**src/rtl/cs_pkg.sv**
```systemverilog
// Shared definitions for the sequential carry-save resolver.
// Holds the default operand/chunk geometry and the FSM state encoding
// used by cs_resolve_seq and its interface.
package cs_pkg;

  localparam int CS_WIDTH  = 43;
  localparam int CS_CHUNK  = 11;
  localparam int CS_NCHUNK = (CS_WIDTH + CS_CHUNK - 1) / CS_CHUNK;

  typedef logic [1:0] state_t;

  localparam state_t ST_IDLE = 2'd0;
  localparam state_t ST_BUSY = 2'd1;
  localparam state_t ST_DONE = 2'd2;

endpackage

```
**src/rtl/cs_resolve_seq_if.sv**
```systemverilog
// Handshake bundle between a carry-save producer and the resolver.
//   in_valid/in_ready : offer/accept of the pair c_in/s_in
//   out_valid/out_ready : present/consume of sum_out/cout
// master = producer/consumer side, slave = resolver side.
interface cs_resolve_seq_if
  import cs_pkg::*;
#(
  parameter int WIDTH = CS_WIDTH
);
  logic             in_valid;
  logic             in_ready;
  logic [WIDTH-1:0] c_in;
  logic [WIDTH-1:0] s_in;
  logic             out_valid;
  logic             out_ready;
  logic [WIDTH-1:0] sum_out;
  logic             cout;

  modport master (
    output in_valid, c_in, s_in, out_ready,
    input  in_ready, out_valid, sum_out, cout
  );

  modport slave (
    input  in_valid, c_in, s_in, out_ready,
    output in_ready, out_valid, sum_out, cout
  );
endinterface

```
**src/rtl/cpa_chunk.sv**
```systemverilog
// One chunk of the carry-propagate adder: sum/co = a + b + cin.
//   a, b : W-bit chunk operands
//   cin  : carry from the previous chunk
//   sum  : W-bit chunk result
//   co   : carry out of the chunk's top bit
module cpa_chunk
  import cs_pkg::*;
#(
  parameter int W = CS_CHUNK
) (
  input  logic [W-1:0] a,
  input  logic [W-1:0] b,
  input  logic         cin,
  output logic [W-1:0] sum,
  output logic         co
);
  assign {co, sum} = {1'b0, a} + {1'b0, b} + {{W{1'b0}}, cin};
endmodule

```
**src/rtl/cs_resolve_seq.sv**
```systemverilog
// Sequential carry-save resolver: turns a (c, s) pair into c + s by
// rippling one CHUNK-bit slice per cycle through a single cpa_chunk.
//   clk : rising-edge clock
//   rst : synchronous active-high reset, aborts any operation in flight
//   bus : slave side of cs_resolve_seq_if (pair in, result out)
// Accept in IDLE, NCHUNK BUSY cycles, then DONE until out_ready.
module cs_resolve_seq
  import cs_pkg::*;
#(
  parameter int WIDTH = CS_WIDTH,
  parameter int CHUNK = CS_CHUNK
) (
  input  logic             clk,
  input  logic             rst,
  cs_resolve_seq_if.slave  bus
);
  localparam int NCHUNK = (WIDTH + CHUNK - 1) / CHUNK;
  localparam int PW     = NCHUNK * CHUNK;              // operands padded to whole chunks
  localparam int LAST_W = WIDTH - (NCHUNK - 1) * CHUNK;
  localparam int KW     = (NCHUNK > 1) ? $clog2(NCHUNK) : 1;

  state_t           state;
  logic [KW-1:0]    k;
  logic             carry;
  logic             cout_r;
  logic [PW-1:0]    c_r, s_r;
  logic [WIDTH-1:0] res_r;

  logic [31:0]      base;
  logic [CHUNK-1:0] ch_sum;
  logic             ch_co;
  logic [CHUNK:0]   ch_ext;
  logic             last;

  assign base = 32'(k) * CHUNK;
  assign last = (k == KW'(NCHUNK - 1));

  cpa_chunk #(.W(CHUNK)) u_cpa (
    .a   (c_r[base +: CHUNK]),
    .b   (s_r[base +: CHUNK]),
    .cin (carry),
    .sum (ch_sum),
    .co  (ch_co)
  );

  // The last chunk is zero-padded above WIDTH, so the true carry out of
  // bit WIDTH-1 is bit LAST_W of the chunk result (co when LAST_W == CHUNK).
  assign ch_ext = {ch_co, ch_sum};

  always_ff @(posedge clk) begin
    if (rst) begin
      state  <= ST_IDLE;
      k      <= '0;
      carry  <= 1'b0;
      cout_r <= 1'b0;
      c_r    <= '0;
      s_r    <= '0;
      res_r  <= '0;
    end else begin
      case (state)
        ST_IDLE: if (bus.in_valid) begin
          c_r   <= PW'(bus.c_in);
          s_r   <= PW'(bus.s_in);
          k     <= '0;
          carry <= 1'b0;
          res_r <= '0;
          state <= ST_BUSY;
        end
        ST_BUSY: begin
          // res_r was cleared on accept, so OR-ing the shifted slice writes
          // bits [k*CHUNK +: CHUNK]; anything above WIDTH falls off.
          res_r <= res_r | (WIDTH'(ch_sum) << base);
          carry <= ch_co;
          k     <= k + KW'(1);
          if (last) begin
            cout_r <= ch_ext[LAST_W];
            state  <= ST_DONE;
          end
        end
        ST_DONE: if (bus.out_ready) state <= ST_IDLE;
        default: state <= ST_IDLE;
      endcase
    end
  end

  // Results are gated so partial sums never leak while out_valid is low.
  assign bus.in_ready  = (state == ST_IDLE);
  assign bus.out_valid = (state == ST_DONE);
  assign bus.sum_out   = (state == ST_DONE) ? res_r : '0;
  assign bus.cout      = (state == ST_DONE) ? cout_r : 1'b0;

endmodule

```
**src/flat_wrapper.sv**
```systemverilog
// flat-port wrapper written by rule: the top's interface ports become plain ports
module cs_resolve_seq_flat import cs_pkg::*;
#(
  parameter int WIDTH = CS_WIDTH,
  parameter int CHUNK = CS_CHUNK
)
  (clk, rst, bus_in_valid, bus_c_in, bus_s_in, bus_out_ready, bus_in_ready, bus_out_valid, bus_sum_out, bus_cout);
  cs_resolve_seq_if #(.WIDTH(WIDTH)) bus_i ();
  input  logic clk;
  input  logic rst;
  input wire logic [$bits(bus_i.in_valid)-1:0] bus_in_valid;
  input wire logic [$bits(bus_i.c_in)-1:0] bus_c_in;
  input wire logic [$bits(bus_i.s_in)-1:0] bus_s_in;
  input wire logic [$bits(bus_i.out_ready)-1:0] bus_out_ready;
  output wire logic [$bits(bus_i.in_ready)-1:0] bus_in_ready;
  output wire logic [$bits(bus_i.out_valid)-1:0] bus_out_valid;
  output wire logic [$bits(bus_i.sum_out)-1:0] bus_sum_out;
  output wire logic [$bits(bus_i.cout)-1:0] bus_cout;
  assign bus_i.in_valid = bus_in_valid;
  assign bus_i.c_in = bus_c_in;
  assign bus_i.s_in = bus_s_in;
  assign bus_i.out_ready = bus_out_ready;
  assign bus_in_ready = bus_i.in_ready;
  assign bus_out_valid = bus_i.out_valid;
  assign bus_sum_out = bus_i.sum_out;
  assign bus_cout = bus_i.cout;
  cs_resolve_seq #(.WIDTH(WIDTH), .CHUNK(CHUNK)) u_core (.clk(clk), .rst(rst), .bus(bus_i));
endmodule
```
**config.mk**
```make
export PLATFORM = sky130hd
export DESIGN_NAME = cs_resolve_seq_flat
export DESIGN_NICKNAME = d
export VERILOG_FILES = /design/src/rtl/cs_pkg.sv /design/src/rtl/cs_resolve_seq_if.sv /design/src/rtl/cpa_chunk.sv /design/src/rtl/cs_resolve_seq.sv /design/src/flat_wrapper.sv
export SDC_FILE = /design/constraint.sdc
export NUM_CORES = 1
export LEC_CHECK = 0
export CORE_MARGIN = 2
export CORE_UTILIZATION = 50
export DETAILED_ROUTE_END_ITERATION = 10
export GPL_TIMING_DRIVEN = 0
export PLACE_DENSITY = 0.79
export SLEW_MARGIN = 15
export SYNTH_ARGS = -nofsm -noshare
export SYNTH_HDL_FRONTEND = slang
export SYNTH_SLANG_ARGS = --single-unit
```
**constraint.sdc**
```tcl
create_clock -name clk -period 3.29 [get_ports clk]
set_input_delay 0.329 -clock clk [delete_from_list [all_inputs] [get_ports clk]]
set_output_delay 0.329 -clock clk [all_outputs]
set_load 0.02 [all_outputs]
```
==> summary.txt <==
Synth top area cells - dfxtp_1 44%, nand2_1 12%, a21oi_1 8.5%
Routability cong. - 0.923
VDD IR max - 306 µV
Final period utilization - 95.5%
Distinct cells, synth - 43
Post-synth EDFFs - 0
Area share of and/or/nand/nor cells after synthesis - 22.3%
Ant diodes - 0
CTS buffer count - 17
Initial antenna violation count - 0
Synth top area share - 44.4%
Critical path data arrival time - 3.48 ns
Skew-Pair Late Insertion Delay - 0.42 ns
Syn nets - 817
Status - completed
Total track usage - 27.4%
Synth Area in XOR/XNOR - 0.719%
Post-DP HPWL - 13.1 mm
Root Driver - clkbuf_16
Crit path max-delay family - adder cells
Synthesized area per cell - 8.53 µm²
Worst Tran Pin Value - 0.756 ns
Iter 0 DRT Violations - 414
Total core area - 12000 µm²
CP endpoint kind - flop
Ports - 136
Dpl cells - 996
Clock transition at path regs - 0.06 ns
DRT Pass-1 Iters - 5
Post-synthesis mux area share - 8.71%
Slowest cell on crit path - mux4_2
Sequential area share after synthesis - 44.4%
Warnings from Yosys - 0
Relative slew slack - 49.1%
Hold Violations, Final - 0
Most used DFF post-synth - dfxtp_1
Final Max Slew Viols - 0
Row cnt - 40
Pleak - 3.19 nW
Synth Area in Compound Gates - 17.1%
RSZ-0062 raised after global routing - false
Die Ht - 114 µm
# clock sinks - 135
Fmax - 0.318 GHz
Fin crit period - 3.14 ns
Commonest non-fill, non-tap cell in the layout - nand2_1
Max cap viols - 0
Gate Count Post-Synth - 714
Horiz. Die Dim - 114 µm
Port Buffers - 135
Congestion Overflow GR - 0
Vias per inst - 5.65
First-pass GRT wire length - 27.5 mm
Commonest cells after routing, fill and taps aside - 188 x nand2_1, 135 x clkdlybuf4s50_1, 135 x dfxtp_1
Most frequent cell on the critical path - fa_1
Synthesis-stage register bit count - 135
Worst-path maximum fanout - 10
Max incr delay on CP - 0.56 ns
Area leader, netlist - dfxtp_1
Adder-Cell Fraction of Synth Area - 2.92%
Post-Layout Cell Count - 1027
Maximum clock path buffer count - 2
Post-DR wirelength/cell - 17.3 µm
Die Area - 13100 µm²
DRT Wirelength - 17.8 mm
Layout filler cell count - 942
CTS tree - yes
Critical Path RT - 3.63 ns
Initial core utilization - 50.9%
Crit start category - flop
DRC - 0
Synth-to-layout area growth - 36.3%
H-Tree Depth - 4
CP Class - reg -> reg
Synth Cell Area - 6090 µm²
Pin count of the biggest net entering global routing - 17
Vias post-DR - 5806
Worst hold slack - 0.455 ns
Crit-path cells - buf_6 > mux4_2 > fa_1 > inv_1 > fa_1 > nand2b_1 > a21o_1 > a21oi_4 > or3_1 > a21oi_2
Fraction of layout cells with a size suffix above 1 - 8.98%
Post-cts hold buffer count - 0
Main combinational cell family by area after synthesis - simple AND/OR/NAND/NOR gates
Layout Nets - 971
Max Clock Skew - 0.00712 ns
Final-report setup violation count - 0
Synth async-reset ratio - 0%
Worst Path Buf+Inv - 2
Remaining antenna violation count - 0
Vias in the first global route - 5668
Worst Hold Class - reg -> reg
P per Cell Area - 516 nW/µm²
power breakdown:
group	total (W)	internal [W]	leakage, nW	switching (W)
sequential	0.00175	0.00171	1.10	0.0000451
combinational	0.000535	0.000241	1.78	0.000294
clock	0.00199	0.00128	0.303	0.000711
total	0.00428	0.00323	3.19	0.00105
metrics by stage:
stage	power, W	utilization (%)	cell area [µm²]	worst slack, ns	TNS, ns
detailed placement	0.00230	63.7	7620	-0.126	-1.61
floorplan	0.00207	-	6090	0.306	0
finish	0.00428	69.4	8300	0.148	0
global route	0.00441	69.4	8300	0.0475	0
global placement	0.00228	63.7	7620	-0.0629	-0.639
CTS	0.00427	69.1	8260	0.0663	0
kinds of logic after synthesis:
logic type	Yosys count
flops	135
simple gates	308
fa+ha+maj	13
xor+xnor	5
mux	28
buf+inv	54
compound gates	171
sequential cells by signal, indices dropped and copies added, names as in the netlist:
register	cells
u_core.c_r	43
u_core.res_r	43
u_core.s_r	43
u_core.k	2
u_core.state	2
u_core.carry	1
u_core.cout_r	1
worst reg2reg max path: cells and delay by family, from the launching register on:
kind | cells | cell delay [ns]
flops | 1 | 0.45
compound gates | 3 | 0.46
mux | 1 | 0.57
fa+ha+maj | 2 | 0.69
simple gates | 2 | 0.59
buf+inv | 2 | 0.31
path summary, 6_finish.rpt:
check | from | to | slack, ns | depth (start not counted)
max | u_core.k[0] | u_core.res_r[10] | 0.15 | 10
min | u_core.c_r[29] | u_core.c_r[29] | 0.46 | 2
max reg2reg | u_core.k[0] | u_core.res_r[10] | 0.15 | 10
min reg2reg | u_core.c_r[29] | u_core.c_r[29] | 0.46 | 2
cell usage after synthesis, drive strengths merged (2+ instances only):
| cell type | number |
|---|---|
| nand2 | 188 |
| dfxtp | 135 |
| a21oi | 106 |
| nor2 | 46 |
| and2 | 45 |
| clkbuf | 25 |
| buf | 23 |
| a22o | 20 |
| mux4 | 20 |
| a22oi | 15 |
| ha | 11 |
| mux2i | 8 |
| and3 | 6 |
| inv | 6 |
| nor3 | 6 |
| o21ai | 6 |
| nand2b | 5 |
| xnor2 | 5 |
| a21o | 4 |
| o21a | 4 |
| a211oi | 3 |
| o211ai | 3 |
| o22ai | 3 |
| or3 | 3 |
| a221oi | 2 |
| fa | 2 |
| nand4bb | 2 |
| nor2b | 2 |
| o21bai | 2 |
per-layer routing:
layer | track usage, % | wire length, µm | vias to the layer above
met1 | 33.2 | 7380 | 2731
met5 | 0 | 0 | -
met2 | 48.3 | 8700 | 279
met4 | 9.84 | 356 | 0
met3 | 5.77 | 1330 | 30
li1 | - | - | 2766
layout make-up:
class / instances / area [µm²] / share of cell area [%]
Buffer: 48 / 225 / 2.71
Clock buffer: 19 / 443 / 5.34
Clock inverter: 12 / 178 / 2.14
Inverter: 6 / 22.5 / 0.271
Multi-Input combinational cell: 525 / 3190 / 38.5
Sequential cell: 135 / 2700 / 32.6
Tap cell: 147 / 184 / 2.22
Timing Repair Buffer: 135 / 1350 / 16.3
what timing repair did:
action | in CTS | in global routing
setup buffers | 0 | 0
endpoints found under the hold margin | 0 | 0
resized for setup | 7 | 6
setup endpoints to repair | 17 | 16
No activity file was read; power rests on OpenSTA's default activity.
